`config.mk`:
```
export PLATFORM = sky130hd
export DESIGN_NAME = clk_div_prog
export DESIGN_NICKNAME = d
export VERILOG_FILES = /design/src/rtl/clk_div_pkg.sv /design/src/rtl/clk_div_prog.sv
export SDC_FILE = /design/constraint.sdc
export NUM_CORES = 1
export LEC_CHECK = 0
export BUFFER_PORTS_ARGS = -buffer_cell sky130_fd_sc_hd__buf_2
export CAP_MARGIN = 30
export CORE_UTILIZATION = 55
export CTS_CLUSTER_SIZE = 24
export DETAILED_ROUTE_END_ITERATION = 8
export GPL_TIMING_DRIVEN = 0
export PLACE_DENSITY_LB_ADDON = 0.08
export SLEW_MARGIN = 20
export SYNTH_ARGS = -nofsm -noshare
export SYNTH_HDL_FRONTEND = slang
export SYNTH_SLANG_ARGS = --single-unit
```
`constraint.sdc`:
```
create_clock -name clk_in -period 5.85 [get_ports clk_in]
set_input_delay 0.585 -clock clk_in [delete_from_list [all_inputs] [get_ports clk_in]]
set_output_delay 0.585 -clock clk_in [all_outputs]
set_load 0.005 [all_outputs]
```
`src/rtl/clk_div_pkg.sv`:
```
// Shared definitions for the programmable clock divider.
package clk_div_pkg;

    // Divider run state: IDLE while en is low, RUN while en is high.
    typedef enum logic {
        IDLE = 1'b0,
        RUN  = 1'b1
    } state_t;

    // Default width of counter, divisor and high-count.
    localparam int DEF_WIDTH = 28;

endpackage

```
`src/rtl/clk_div_prog.sv`:
```
// Programmable clock divider: period and high-phase length come from a
// double-buffered config (shadow -> active) so a running period is never
// disturbed by a new setting. clk_out and tick are registered.
module clk_div_prog
    import clk_div_pkg::*;
#(
    parameter int unsigned WIDTH        = DEF_WIDTH,
    parameter int unsigned DEFAULT_DIV  = 13,
    parameter int unsigned DEFAULT_HIGH = 6,
    parameter logic        IDLE_LEVEL   = 1'b0
) (
    input  logic             clk_in,
    input  logic             rst,
    input  logic             en,
    input  logic             cfg_load,
    input  logic [WIDTH-1:0] cfg_div,
    input  logic [WIDTH-1:0] cfg_high,
    output logic             clk_out,
    output logic             tick,
    output logic             cfg_pending
);

    // A divisor below 2 cannot produce a period with both phases, so it
    // is raised to 2 when it becomes active.
    function automatic logic [WIDTH-1:0] clamp_div(input logic [WIDTH-1:0] d);
        return (d < WIDTH'(2)) ? WIDTH'(2) : d;
    endfunction

    localparam logic [WIDTH-1:0] RST_DIV  = clamp_div(WIDTH'(DEFAULT_DIV));
    localparam logic [WIDTH-1:0] RST_HIGH = WIDTH'(DEFAULT_HIGH);

    state_t           r_state;
    logic [WIDTH-1:0] r_cnt;
    logic [WIDTH-1:0] r_div_a;
    logic [WIDTH-1:0] r_high_a;
    logic [WIDTH-1:0] r_div_s;
    logic [WIDTH-1:0] r_high_s;
    logic             r_pend;
    logic             r_clk;
    logic             r_tick;

    state_t           w_state_n;
    logic [WIDTH-1:0] w_cnt_n;
    logic [WIDTH-1:0] w_div_a_n;
    logic [WIDTH-1:0] w_high_a_n;
    logic [WIDTH-1:0] w_div_s_n;
    logic [WIDTH-1:0] w_high_s_n;
    logic             w_pend_n;
    logic             w_clk_n;
    logic             w_tick_n;
    logic             w_last;
    logic             w_xfer;

    assign w_last = (r_cnt == (r_div_a - WIDTH'(1)));

    // Next-state logic: counter, shadow/active transfer and the output
    // values that belong to the counter value entering the next cycle.
    always_comb begin
        w_state_n  = r_state;
        w_cnt_n    = r_cnt;
        w_div_a_n  = r_div_a;
        w_high_a_n = r_high_a;
        w_div_s_n  = r_div_s;
        w_high_s_n = r_high_s;
        w_pend_n   = r_pend;
        w_clk_n    = IDLE_LEVEL;
        w_tick_n   = 1'b0;
        w_xfer     = 1'b0;

        // A new write always lands in the shadow; last write wins.
        if (cfg_load) begin
            w_div_s_n  = cfg_div;
            w_high_s_n = cfg_high;
            w_pend_n   = 1'b1;
        end

        case (r_state)
            IDLE: begin
                w_cnt_n = '0;
                if (en) begin
                    w_state_n = RUN;
                    w_xfer    = r_pend && !cfg_load;
                end
            end
            RUN: begin
                if (!en) begin
                    w_state_n = IDLE;
                    w_cnt_n   = '0;
                end else if (w_last) begin
                    w_cnt_n = '0;
                    // A write on the wrap edge itself waits for the next wrap.
                    w_xfer  = r_pend && !cfg_load;
                end else begin
                    w_cnt_n = r_cnt + WIDTH'(1);
                end
            end
            default: begin
                w_state_n = IDLE;
                w_cnt_n   = '0;
            end
        endcase

        if (w_xfer) begin
            w_div_a_n  = clamp_div(r_div_s);
            w_high_a_n = r_high_s;
            w_pend_n   = 1'b0;
        end

        if (w_state_n == RUN) begin
            w_clk_n  = (w_cnt_n < w_high_a_n);
            w_tick_n = (w_cnt_n == (w_div_a_n - WIDTH'(1)));
        end
    end

    // State register; reset restores defaults and drops any pending write.
    always_ff @(posedge clk_in) begin
        if (rst) begin
            r_state  <= IDLE;
            r_cnt    <= '0;
            r_div_a  <= RST_DIV;
            r_high_a <= RST_HIGH;
            r_div_s  <= RST_DIV;
            r_high_s <= RST_HIGH;
            r_pend   <= 1'b0;
            r_clk    <= IDLE_LEVEL;
            r_tick   <= 1'b0;
        end else begin
            r_state  <= w_state_n;
            r_cnt    <= w_cnt_n;
            r_div_a  <= w_div_a_n;
            r_high_a <= w_high_a_n;
            r_div_s  <= w_div_s_n;
            r_high_s <= w_high_s_n;
            r_pend   <= w_pend_n;
            r_clk    <= w_clk_n;
            r_tick   <= w_tick_n;
        end
    end

    assign clk_out     = r_clk;
    assign tick        = r_tick;
    assign cfg_pending = r_pend;

endmodule
```
# Word level (Yosys, flattened, before mapping)
# Index checks and enable logic that the tools add are counted.
[word_totals]
regBits = 144
input_bits = 60
wordCells = 33
[op_classes]
add_sub_neg = 3
order_cmp = 2
n_eq_ne = 2
mux = 11
bitwise_logic = 2
n_reduce_logical = 4
[ops]
columns = ["operator", "count"]
rows = [
  ["$mux 28", 5],
  ["$eq 28x28->1", 2],
  ["$pmux 28 s2", 1],
  ["$sub 28x1->28 const B", 2],
  ["$add 28x1->28 const B", 1],
  ["$lt 28x2->1 const B", 1],
  ["$lt 28x28->1", 1],
  ["$mux 1", 4],
  ["$reduce_or 2->1", 2],
  ["$not 1->1", 2],
  ["$pmux 1 s2", 1],
  ["$logic_and 1x1->1", 1],
  ["$logic_not 1->1", 1],
]

# Longest topological paths before layout
# Gate-level depths: netlist of the first run.
[logic_depth]
word_depth = 8
depth_mapped = 29

# Worst setup path before layout of the first run
# Ideal clock, no wire load.
[synth_path]
path_type = "reg2reg"
startpoint = "register r_div_a[20]"
endpoint = "register r_tick (netlist: tick)"
setup_time_ps = 88
arrival_ps = 5954
path_slack_ps = -192
stages_incl_launch_ff = 25
path_buffers = 6
synth_period_minus_slack_ps = 6042
path_cell_list = "dfxtp_1 buf_6 or4_4 or3_1 a2111oi_2 o22ai_1 or4_4 o31ai_4 nand2_2 buf_6 buf_6 buf_2 buf_2 clkbuf_1 a21oi_1 ha_1 nand3_1 or2_2 or3_1 mux2i_1 o21ai_0 xnor2_1 nor4_1 nand4_1 nor4_2"
[synth_via]
elab_chain_cells = 8
[synth_lines]
columns = ["element", "line", "rtl"]
rows = [
  ["start: declaration", "clk_div_prog.sv:34", "logic [WIDTH-1:0] r_div_a;"],
  ["start signal: assignment", "clk_div_prog.sv:130", "r_div_a <= w_div_a_n;"],
  ["$sub 28x1->28", "clk_div_prog.sv:54", "assign w_last = (r_cnt == (r_div_a - WIDTH'(1)));"],
  ["$eq 28x28->1", "clk_div_prog.sv:54", ""],
  ["$mux 1", "clk_div_prog.sv:89", "end else if (w_last) begin"],
  ["$mux 1", "clk_div_prog.sv:86", "if (!en) begin"],
  ["$pmux 1 s2", "clk_div_prog.sv:77", "case (r_state)"],
  ["$mux 28", "clk_div_prog.sv:103", "if (w_xfer) begin"],
  ["$sub 28x1->28", "clk_div_prog.sv:111", "w_tick_n = (w_cnt_n == (w_div_a_n - WIDTH'(1)));"],
  ["$eq 28x28->1 (*)", "clk_div_prog.sv:111", ""],
  ["end signal: assignment", "clk_div_prog.sv:136", "r_tick <= w_tick_n;"],
  ["end: declaration", "clk_div_prog.sv:40", "logic r_tick;"],
]
# Mark *: on every way between the ends. The rest lies on a longest branch, timed or not.
# A chain may end at the register's enable or synchronous reset.

# Worst setup path in the final report of the first run
[layout_path]
startpoint = "register r_div_a[24]"
endpoint = "register r_tick (netlist: tick)"
# The elaborated chain is that of the path after synthesis.

==> results.md, run 1 <==
Setup path:
- The critical path runs through a total of 21 cells.
- The number of cells on the worst reg-to-reg path is 21.
- At the worst endpoint, the required time is slightly above 6000 ps.
- The reg-to-reg setup timing slack is around 64 ps.
- The slowest library cell on the worst path is or4_4.
- The number of buffer and inverter stages on the critical path is 3.
- The delay of the slowest critical-path stage is about 560 ps.
- The endpoint class of the critical path is a flip-flop.
- The critical path's top delay family is simple AND/OR/NAND/NOR gates.
- The startpoint identified for the worst register-to-register timing path is r_div_a[24]$_SDFF_PP0_.
- Walking the worst path, the cells encountered are or4_4 > or3_4 > a2111oi_4 > o22ai_2 > or4_4 > o31ai_4 > nand2_2 > buf_12 > buf_12 > clkbuf_16 > a21oi_4 > ha_4 > nand3_2 > or2_4 > or3_4 > mux2i_4 > o21ai_1 > xnor2_1 > nor4_1 > nand4_1 > nor4_4.
- The largest fanout on the critical path is 10.
- The critical path is of the flip-flop to flip-flop type.
- For the worst setup path, the data arrival time is between 6000 and 7000 ps.
- STA classifies the critical path startpoint as a flip-flop.
- The destination of the worst register-to-register timing path is tick$_SDFF_PP0_.

Clocking:
- At the later pin of the worst-skew pair, clock insertion delay measures around 430 ps.
- The number of buffers inserted for hold repair after clock tree synthesis is 0.
- CTS placed an instance of clkbuf_16 at the clock tree root.
- The longest clock path from root to sink contains 2 buffers.
- Clock tree synthesis found a total of 144 sinks.
- Counting the buffers created by CTS gives 17.
- Clock-pin slew was measured on the worst setup and hold paths at about 70 ps.
- TritonCTS built the clock tree.
- The number of H-tree branching levels is 4.

Place:
- The placed wire-length estimate is between 15 and 20 mm.
- The port buffer count is 60.
- The minimum setup slack after placement is -1350 ps.
- The weighted congestion reported at the end of routability-driven placement is a little under 1.

Cells and area:
- 0 antenna diodes ended up in the layout.
- In the final layout, the share of cells above drive strength 1 is 0.176.
- For this run, the share of the core covered by cells in the final layout is 0.678.
- At the end of the flow, the number of nets in the layout was ~1200.
- The area growth from synthesis to final layout is 19.6%.

Floorplan:
- The row count is 44.
- The full die area is between 0.015 and 0.02 mm^2.
- The width of the die is between 100 and 150 um.
- For this configuration, the core starts out at a cell density of 0.567.
- After floorplanning, the core was sized to cover 0.0146 mm^2.
- From bottom edge to top edge, the die measures 125 um.
- between 60 and 70 I/O pins were placed.

GRT:
- The via count of the first global-routing pass came to slightly below 7000.
- The sum of overflow across all layers after global routing is 0.
- In the global route stage, overall resource usage came out at 0.323.
- Entering global routing, the biggest net connects 20 pins.
- The initial antenna violation count is 0.
- The first-pass GRT wire length is ~38 mm.

Drt:
- In the final routed layout, each cell accounts on average for roughly 20 um.
- The total vias in the final route is 7532.
- Once detail routing completed, the nets flagged for antenna violations numbered 0.
- The first detailed-routing pass ran for 5 iterations.
- The number of vias per cell after detailed routing is between 5 and 6.
- Wires add up to approximately 25 mm.
- For this run, design rule violations remaining after detail routing come to 0.
- The starting DRC count in detailed routing is around 730.

STA:
- The worst path meets setup with approximately 64 ps of slack.
- The tightest hold path in the finished design has a slack of 358 ps.
- Timing would allow up to between 150 and 200 MHz.
- Across the routed clock network, the largest skew measured is 7.96 ps.
- Summed over all failing endpoints, the final setup total negative slack is 0 ps.
- The measured slew at the worst slew-check pin is between 800 and 900 ps.
- The count of final max-slew check failures is 0.
- The number of failing hold endpoints at the final stage came to 0.
- The worst pin sits at a relative slew slack of 0.431.
- The number of setup violations in the final report is 0.
- The final critical path time including I/O delays and setup is 5790 ps.
- Dividing the final minimum period by the clock period gives 0.989.

Worst hold path:
- For hold timing, the worst endpoint is r_high_s[2]$_SDFFE_PP1P_.
- The startpoint identified for the worst hold timing path is cfg_high[2].
- The min-delay analysis places its worst path in the category input port to flip-flop.
- The worst hold path was traced through 2 stages.

Synthesis:
- The number of different library cells used by synthesis comes to 64.
- Averaged over all synthesized cells, the footprint is ~8.6 um^2.
- The synthesized netlist occupies a cell area of approximately 0.0083 mm^2.
- The dominant cell by count in the synthesized netlist is nor2_1.
- The leading register cell type out of synthesis is dfxtp_1.
- Ranked by instance count, the synthesized netlist is headed by 170 x nor2_1, 144 x dfxtp_1, 115 x mux2i_1.
- The synthesized design spends more area on one cell type than any other, namely dfxtp_1.
- After synthesis, the share of flip-flops with an asynchronous set or reset is 0.
- When the netlist entered floorplanning its net count stood at 1050.
- The gate count after technology mapping is 960.
- The flip-flop and latch count after synthesis is approximately 140.
- The number of warnings reported in the yosys synthesis log is 0.
- Yosys attributes the largest share of cell area to dfxtp_1 35%, mux2i_1 14%, nor2_1 7.7%.
- The sequential share of the synthesized area is 0.348.
- The top cell type's share of synthesized area is 0.348.
- The synthesized design contains 0 enable-type register cells.

Pwr:
- The power density over cell area is 238 mW/mm^2.
- The maximum vdd ir drop is around 200 uV.
- For this design the static power due to leakage is roughly 4.4 nW.

Job:
- Across the run, the number of max-cap violations was 0.

Run status:
- The flow ran to the end, and the final reports show no timing, DRC or antenna violations.
-- per-stage QoR --
| step | instance area, um^2 | cells | total power [mW] |
|---|---|---|---|
| after floorplan | 8290 | 960 | 1.18 |
| after global placement | 8820 | 1204 | 1.25 |
| after detailed placement | 8820 | 1204 | 1.26 |
| after CTS | 9610 | 1236 | 2.35 |
| after global routing | 9900 | 1257 | 2.43 |
| final | 9900 | 1257 | 2.35 |
-- routing by layer --
metal / share of wire / vias to the layer above / GRT usage
met5: 0 / - / 0
met4: 0.028 / 0 / 0.115
met3: 0.087 / 55 / 0.0795
met2: 0.46 / 341 / 0.511
met1: 0.43 / 3552 / 0.426
li1: - / 3584 / -
-- area by class of cell --
type / count / area (um^2)
flip-flops and latches: 144 / 2900
inverters: 13 / 48.8
plain buffers: 47 / 248
clock buffers: 19 / 453
fillers: 1173 / 4690
multi-input cells: 746 / 5340
repair buffers: 91 / 533
clock inverters: 13 / 140
well taps: 184 / 230
-- timing repair --
| action | 4_1_cts | 5_1_grt |
|---|---|---|
| setup buffers | 5 | 26 |
| resized for setup | 36 | 32 |
| pin swaps | 7 | 16 |
| endpoints found under the setup margin | 2 | 2 |
| gates cloned | 0 | 0 |
-- cells by family (layout without fill, tap and decap cells) --
logic type / after synthesis / count (layout) / synth area share
xor+xnor: 104 / 104 / 0.110
fa+ha+maj: 30 / 30 / 0.0454
mux: 120 / 120 / 0.147
compound gates: 93 / 93 / 0.0791
flops: 144 / 144 / 0.348
simple gates: 399 / 399 / 0.234
buf+inv: 70 / 183 / 0.0354
-- where the power goes --
group	total, mW	internal [mW]	switching, mW
clock	1.10	0.624	0.476
combinational	0.217	0.0923	0.125
sequential	1.04	1.01	0.0276
total	2.35	1.72	0.629
-- placed cells by master, fill, tap and decap left out, drive strengths merged, types with 7 or more instances in the layout --
cell type,instances
a21o,7
a21oi,17
buf,103
clkbuf,54
dfxtp,144
ha,30
inv,21
mux2i,116
nand2,42
nand2b,11
nand3,23
nand4,18
nor2,171
nor2b,7
nor3,52
nor4,19
o21ai,20
o31ai,8
or2,7
or3,16
or4,12
xnor2,61
xor2,43
-- worst max path at each step --
stage | endpoint | startpoint
2_1_floorplan | tick$_SDFF_PP0_ | r_div_a[20]$_SDFF_PP0_
3_3_place_gp | tick$_SDFF_PP0_ | r_div_a[9]$_SDFF_PP0_
3_5_place_dp | tick$_SDFF_PP0_ | r_div_a[9]$_SDFF_PP0_
4_1_cts | tick$_SDFF_PP0_ | r_div_a[20]$_SDFF_PP0_
5_1_grt | tick$_SDFF_PP0_ | r_div_a[24]$_SDFF_PP0_
6_report | tick$_SDFF_PP0_ | r_div_a[24]$_SDFF_PP0_
-- sequential cells by signal, summed over array words and instances (netlist names) --
name         cells
cfg_pending      1
clk_out          1
r_cnt           28
r_div_a         28
r_div_s         28
r_high_a        28
r_high_s        28
r_state          1
tick             1
No activity file was read; power rests on OpenSTA's default activity.
==> run 2, diff against run 1 <==
CORE_UTILIZATION = 61   (was 55)
clock period = 6.1 ns   (was 5.85 ns; I/O delays follow)
==> results.md, run 2 (synthesized netlist as in run 1, its figures left out) <==
Run status:
- The flow ran to the end, and the final reports show no timing, DRC or antenna violations.

Clocking:
- For this design, the sink count on the clock tree is 144.
- After clock tree synthesis, the clock-pin slew on the worst setup and hold paths is 60 ps.
- Buffers inserted during clock tree synthesis total 17.
- The clock tree synthesis step divided the H-tree into 4 levels.
- The CTS tree is done.
- In this run the deepest clock path goes through 2 buffers.
- The clock root buffer is clkbuf_16.
- At the later pin of the worst-skew pair, clock insertion delay measures between 400 and 500 ps.

Floorplan:
- The width of the die is ~120 um.
- The die height is roughly 120 um.
- In this run the count of I/O pins placed on the die edge is 63.
- The die covers about 0.014 mm^2.
- The row count is 42.
- The floorplan step defined a core boundary enclosing roughly 0.013 mm^2.
- The initial core utilization is 0.625.

Place:
- The placed wire-length estimate is ~18 mm.
- The port buffer count is 60.
- The placed cell area is between 0.008 and 0.009 mm^2.
- The placed cell count is around 1200.
- At the placement stage, the worst setup path has a slack of -1560 ps.
- The weighted congestion reported at the end of routability-driven placement is around 0.99.

Cells and area:
- The number of antenna diodes in the final layout is 0.
- In the final layout, the share of cells above drive strength 1 is 0.144.
- For this run, the share of the core covered by cells in the final layout is 0.729.
- The area growth from synthesis to final layout is 16.7%.
- In the layout the commonest cells are 169 x nor2_1, 144 x dfxtp_1, 111 x mux2i_1, 64 x buf_2, 61 x xnor2_1.
- The most common cell after layout, fill and taps aside is nor2_1.
- The final layout net count is roughly 1100.
- The finished layout holds ~1200 standard cells, fillers aside.
- The final cell area excluding filler cells is 0.00965 mm^2.

Pwr:
- For this design the ratio of total power to cell area is approximately 230 mW/mm^2.
- The maximum vdd ir drop is about 270 uV.
- Overall power consumption after layout is estimated at ~2.2 mW.
- The analysis attributes to cell leakage a power of roughly 4.3 nW.

Setup path:
- STA classifies the critical path endpoint as a flip-flop.
- Walking the worst path, the cells encountered are buf_6 > or4_4 > or3_4 > a2111oi_4 > o22ai_1 > or4_4 > o31ai_4 > nand2_2 > buf_12 > buf_6 > buf_12 > clkbuf_16 > a21oi_4 > ha_4 > nand3_1 > or2_4 > or3_4 > nor3_4 > mux2_4 > nand2b_1 > mux2_2 > o21ai_2 > nand4_1 > nor4_2.
- STA puts the critical path data arrival time at around 6200 ps.
- For the worst setup path, the data required time is around 6400 ps.
- The slowest library cell on the worst path is or4_4.
- The category of the most critical setup path is flip-flop to flip-flop.
- For this run, the slowest stage of the critical path takes around 590 ps.
- The startpoint type of the worst setup path is a flip-flop.
- Along the worst path, the maximum fanout reaches 19.

STA:
- Setup total negative slack on the finished layout was measured at 0 ps.
- The number of failing hold endpoints at the final stage is 0.
- The share of the clock period used by the worst path after layout is 0.968.
- For the final database, setup skew stands at about 9.5 ps.
- Hold is met by between 300 and 400 ps.
- Setup repair after global routing left no endpoint under its margin.
- The slack of the critical path is slightly below 200 ps.
- The count of final max-slew check failures came to 0.
- Setup violations remaining at the end of the flow were counted as 0.
- The measured slew at the worst slew-check pin is slightly below 800 ps.
- The fmax is between 150 and 200 MHz.
- Measured against its own limit, the worst slew margin works out to 0.484.
- Subtracting the final worst setup slack from the clock period gives ~5900 ps.

Drt:
- The starting DRC count in detailed routing is around 630.
- After detailed routing, the total wire length is around 24 mm.
- The number of vias per cell after detailed routing is approximately 6.
- The wire length per cell is around 19 um.
- The total vias in the final route is 7396.
- The detailed-route DRC error count is 0.
- The remaining antenna violation count after routing is 0.
- Before antenna repair, the detailed router went through 7 iterations.

Worst hold path:
- The path class of the tightest hold or removal check is input port to flip-flop.

GRT:
- After global routing the overflow that remains totals 0.
- The maximum number of pins on one net before global-route repair is 20.
- The via count of the first global-routing pass is between 7000 and 8000.
- In the global route stage, overall resource usage came out at 0.349.
- The initial antenna violation count is 0.
- The first-pass GRT wire length is around 37 mm.

Job:
- Across the run, the number of max-cap violations was 0.
-- run 2: changes by cell type in the layout (fill, tap and decap cells not counted), sizes merged --
cell / delta
buf: -21
clkbuf: +4
clkinv: +2
inv: -2
-- run 2: layer usage --
layer / track usage / wire (um) / vias up
li1: - / - / 3547
met1: 0.449 / 10200 / 3474
met2: 0.562 / 10700 / 307
met3: 0.0927 / 2220 / 68
met4: 0.125 / 703 / 0
met5: 0 / 0 / -
-- run 2: where the power goes --
part / switching [mW] / internal (mW)
combinational: 0.118 / 0.0844
clock: 0.444 / 0.577
sequential: 0.0254 / 0.968
-- run 2: repair_timing --
action                                  CTS  global route
endpoints found under the setup margin    2             2
cloned                                    0             0
resized for setup                        28            20
endpoints found under the hold margin     0             0
setup buffers                             4             5
pin swaps                                 4             5
hold buffers                              0             0
-- run 2: worst paths after layout --
path,start,end,slack [ps],depth (start not counted)
worst min register to register,r_high_a[0]$_SDFF_PP0_,r_high_a[0]$_SDFF_PP0_,460,2
worst max-delay path,r_div_a[20]$_SDFF_PP0_,tick$_SDFF_PP0_,190,24
worst min-delay path,cfg_high[1],r_high_s[1]$_SDFFE_PP1P_,380,2
worst max register to register,r_div_a[20]$_SDFF_PP0_,tick$_SDFF_PP0_,190,24
-- run 2: cell type report --
| class | count | area (um^2) |
|---|---|---|
| tap | 176 | 220 |
| buffer | 53 | 274 |
| inverter | 13 | 48.8 |
| clock inverter | 13 | 128 |
| sequential | 144 | 2880 |
| clock buffer | 18 | 439 |
| multi-input combinational | 746 | 5290 |
| fill | 1083 | 3590 |
| timing repair buffer | 69 | 368 |
-- run 2: worst max-delay path, delay by kind of cell (launching register included) --
kind                     cells  cell delay (ps)
multiplexers                 2              470
AO/OA/AOI/OAI                5              950
AND/OR/NAND/NOR             11             3030
flip-flops                   1              320
adder cells (fa/ha/maj)      1              170
buffers and inverters        5              820
==> run 3, diff against run 2 <==
CORE_UTILIZATION = 55   (was 61)
clock period = 7.6 ns   (was 6.1 ns; I/O delays follow)
==> results.md, run 3 (synthesized netlist as in run 1, its figures left out) <==
Run status:
- The flow ran to the end, and the final reports show no timing, DRC or antenna violations.

Floorplan:
- From left edge to right edge, the die measures roughly 120 um.
- The region available for standard cell placement spans approximately 0.015 mm^2.
- Pin placement for this block handled 63 I/O pins.
- The floorplan has 44 rows.
- The die height is around 120 um.
- The floorplan step defined a die boundary enclosing around 0.016 mm^2.
- The initial utilization of the core area, before any placement, comes to 0.567.

STA:
- Derived from the worst setup path, the maximum achievable clock frequency is approximately 140 MHz.
- Final hold analysis gives a worst-case slack of 476 ps.
- The worst clock skew is between 10 and 15 ps.
- Setup repair after global routing left no endpoint under its margin.
- The share of the clock period used by the worst path after layout is 0.959.
- The worst pin sits at a relative slew slack of 0.413.
- Setup violations remaining at the end of the flow were counted as 0.
- The count of final max-slew check failures was 0.
- Summed over all failing endpoints, the final setup total negative slack is 0 ps.
- The worst path needs between 7000 and 8000 ps of the cycle, external delays included.
- The number of failing hold endpoints at the final stage is 0.
- For the pin with the worst max-slew slack, the measured transition is 881 ps.

Setup path:
- For flop-to-flop paths, the worst setup slack is ~300 ps.
- On the critical path, the stage with the largest delay is an instance of nor3_1.
- The delay of the slowest critical-path stage is between 600 and 700 ps.
- The endpoint class of the critical path is a flip-flop.
- The startpoint type of the worst setup path is a flip-flop.
- The critical path's top delay family is simple AND/OR/NAND/NOR gates.
- The number of buffer and inverter stages on the critical path is 5.
- STA puts the critical path data arrival time at between 7000 and 8000 ps.
- In this run the critical register-to-register path is captured at tick$_SDFF_PP0_.
- The startpoint identified for the worst register-to-register timing path is r_div_a[4]$_SDFF_PP0_.
- Traced cell by cell, the critical path runs through clkbuf_1 > nor3_1 > nand4_1 > a211oi_1 > o22ai_1 > or4_4 > o31ai_4 > nand2_2 > buf_6 > buf_6 > buf_2 > clkbuf_4 > a21oi_1 > ha_1 > nand3_1 > or2_2 > or3_1 > mux2i_1 > o21ai_0 > xnor2_1 > nor4_1 > nand4_1 > nor4_2.
- The largest fanout on the critical path is 19.
- The category of the most critical setup path is flip-flop to flip-flop.
- The worst register-to-register path has a depth of 23.
- For the worst setup path, the data required time is 7900 ps.

GRT:
- The first global-routing pass estimated between 30 and 40 mm of wire.
- Entering global routing, the biggest net connects 20 pins.
- The total track usage is 0.319.
- The initial antenna violation count is 0.
- The via count of the first global-routing pass is between 6000 and 7000.
- The total overflow left after global routing is 0.

Cells and area:
- The area growth from synthesis to layout is 13.0%.
- At the end of the flow the core is filled with cells to 0.641.
- Summing all non-filler instances in the final layout gives an area of around 0.0094 mm^2.
- Leaving out fill and tap cells, the most frequent cell in the layout is nor2_1.
- Leaving out fill and tap cells, the most frequent cells in the layout are 170 x nor2_1, 144 x dfxtp_1, 115 x mux2i_1, 65 x buf_2, 61 x xnor2_1.
- For this run, the post-layout net count is between 1000 and 1500.
- The proportion of layout cells with a drive suffix above 1 is 0.116.
- The antenna diode instance count is 0.

Place:
- The port buffer count is 60.
- The weighted congestion reported at the end of routability-driven placement is between 0.9 and 1.
- The placed cell area is 0.00880 mm^2.
- The HPWL after detailed placement is between 15 and 20 mm.

Drt:
- In the detailed route, the total length drawn on met2 is around 11 mm.
- In this run, the number of DRC markers left after iteration 0 of detailed routing was around 610.
- The count of TritonRoute iterations in the first routing pass is 5.
- The top routing layer in use is met4.
- The remaining antenna violation count after routing is 0.
- The wire length per cell is between 15 and 20 um.
- In the routed design, unresolved DRC markers number 0.
- The detailed router placed between 7000 and 8000 vias in this run.
- Using the TritonRoute via totals, the vias-per-cell ratio works out to 5.93.
- For this block, wires on met1 add up to 10.9 mm.
- The amount of wire on met3 after detailed routing is between 1.5 and 2 mm.
- For this block, the routed nets add up to approximately 24 mm of wire.

Pwr:
- Power spread over the standard cell area amounts to 187 mW/mm^2.
- In this run the static leakage power is roughly 4.2 nW.
- After layout, the design draws a total of ~1.7 mW.
- The maximum vdd ir drop is 168 uV.

Clocking:
- Clock-pin slew was measured on the worst setup and hold paths at ~60 ps.
- The later pin in the worst-skew pair is clocked with a latency of around 440 ps.
- Buffers inserted during clock tree synthesis total 17.
- The number of H-tree branching levels is 4.
- The CTS tree is done.
- In this run the clock root is driven by a clkbuf_16.
- The clock passes through at most 2 buffers.
- For this design, the sink count on the clock tree is 144.

Job:
- Across the run, the number of max-cap violations was 0.

Worst hold path:
- The startpoint of the worst hold path is r_high_a[0]$_SDFF_PP0_.
- The tightest min-delay check is of the flip-flop to flip-flop type.
- For hold timing, the worst endpoint is r_high_a[0]$_SDFF_PP0_.
- The cell depth of the worst min-delay path is 2.
[run 3: how the worst max path moves through the flow]
stage,start,end,slack (ps),depth (start not counted)
global placement,r_div_a[4]$_SDFF_PP0_,tick$_SDFF_PP0_,-130,25
finish,r_div_a[4]$_SDFF_PP0_,tick$_SDFF_PP0_,310,23
detailed placement,r_div_a[4]$_SDFF_PP0_,tick$_SDFF_PP0_,-150,25
global route,r_div_a[4]$_SDFF_PP0_,tick$_SDFF_PP0_,10,23
floorplan,r_div_a[20]$_SDFF_PP0_,tick$_SDFF_PP0_,1560,24
CTS,r_div_a[4]$_SDFF_PP0_,tick$_SDFF_PP0_,280,24
[run 3: routing by layer]
layer  track usage  up-vias
li1              -     3548
met1         0.433     3474
met2         0.513      258
met3        0.0546       36
met4         0.107        0
met5             0        -
[run 3: what timing repair did]
item,in CTS,in global routing
pin swaps,0,0
hold buffers,0,0
hold endpoints to repair,0,0
setup endpoints to repair,1,1
gates resized for setup,0,2
setup buffers,0,0
[run 3: worst reg2reg max path: cells and delay by family (launching register included)]
family / cells / cell delay, ps
buffers and inverters: 5 / 1140
AO/OA/AOI/OAI: 5 / 1390
adder cells (fa/ha/maj): 1 / 360
multiplexers: 1 / 290
XOR/XNOR: 1 / 160
flip-flops: 1 / 290
AND/OR/NAND/NOR: 10 / 3540
[run 3: stage by stage]
stage,cells,setup WS [ps]
6_report,1234,309
5_1_grt,1234,14.1
4_1_cts,1234,278
3_5_place_dp,1204,-149
3_3_place_gp,1204,-134
2_1_floorplan,960,1560
[run 3: final cells by class]
cell class                      count  area [um^2]
Sequential cell                   144         2880
Clock inverter                     13          105
Clock buffer                       18          439
Buffer                             56          243
Tap cell                          184          230
Timing Repair Buffer               60          300
Inverter                           13         48.8
Multi-Input combinational cell    746         5100
Fill cell                        1306         5240
[run 3: power breakdown]
part	total, mW	internal, mW	switching [mW]
registers	0.797	0.777	0.0204
clock network	0.793	0.430	0.362
logic	0.156	0.0638	0.0924
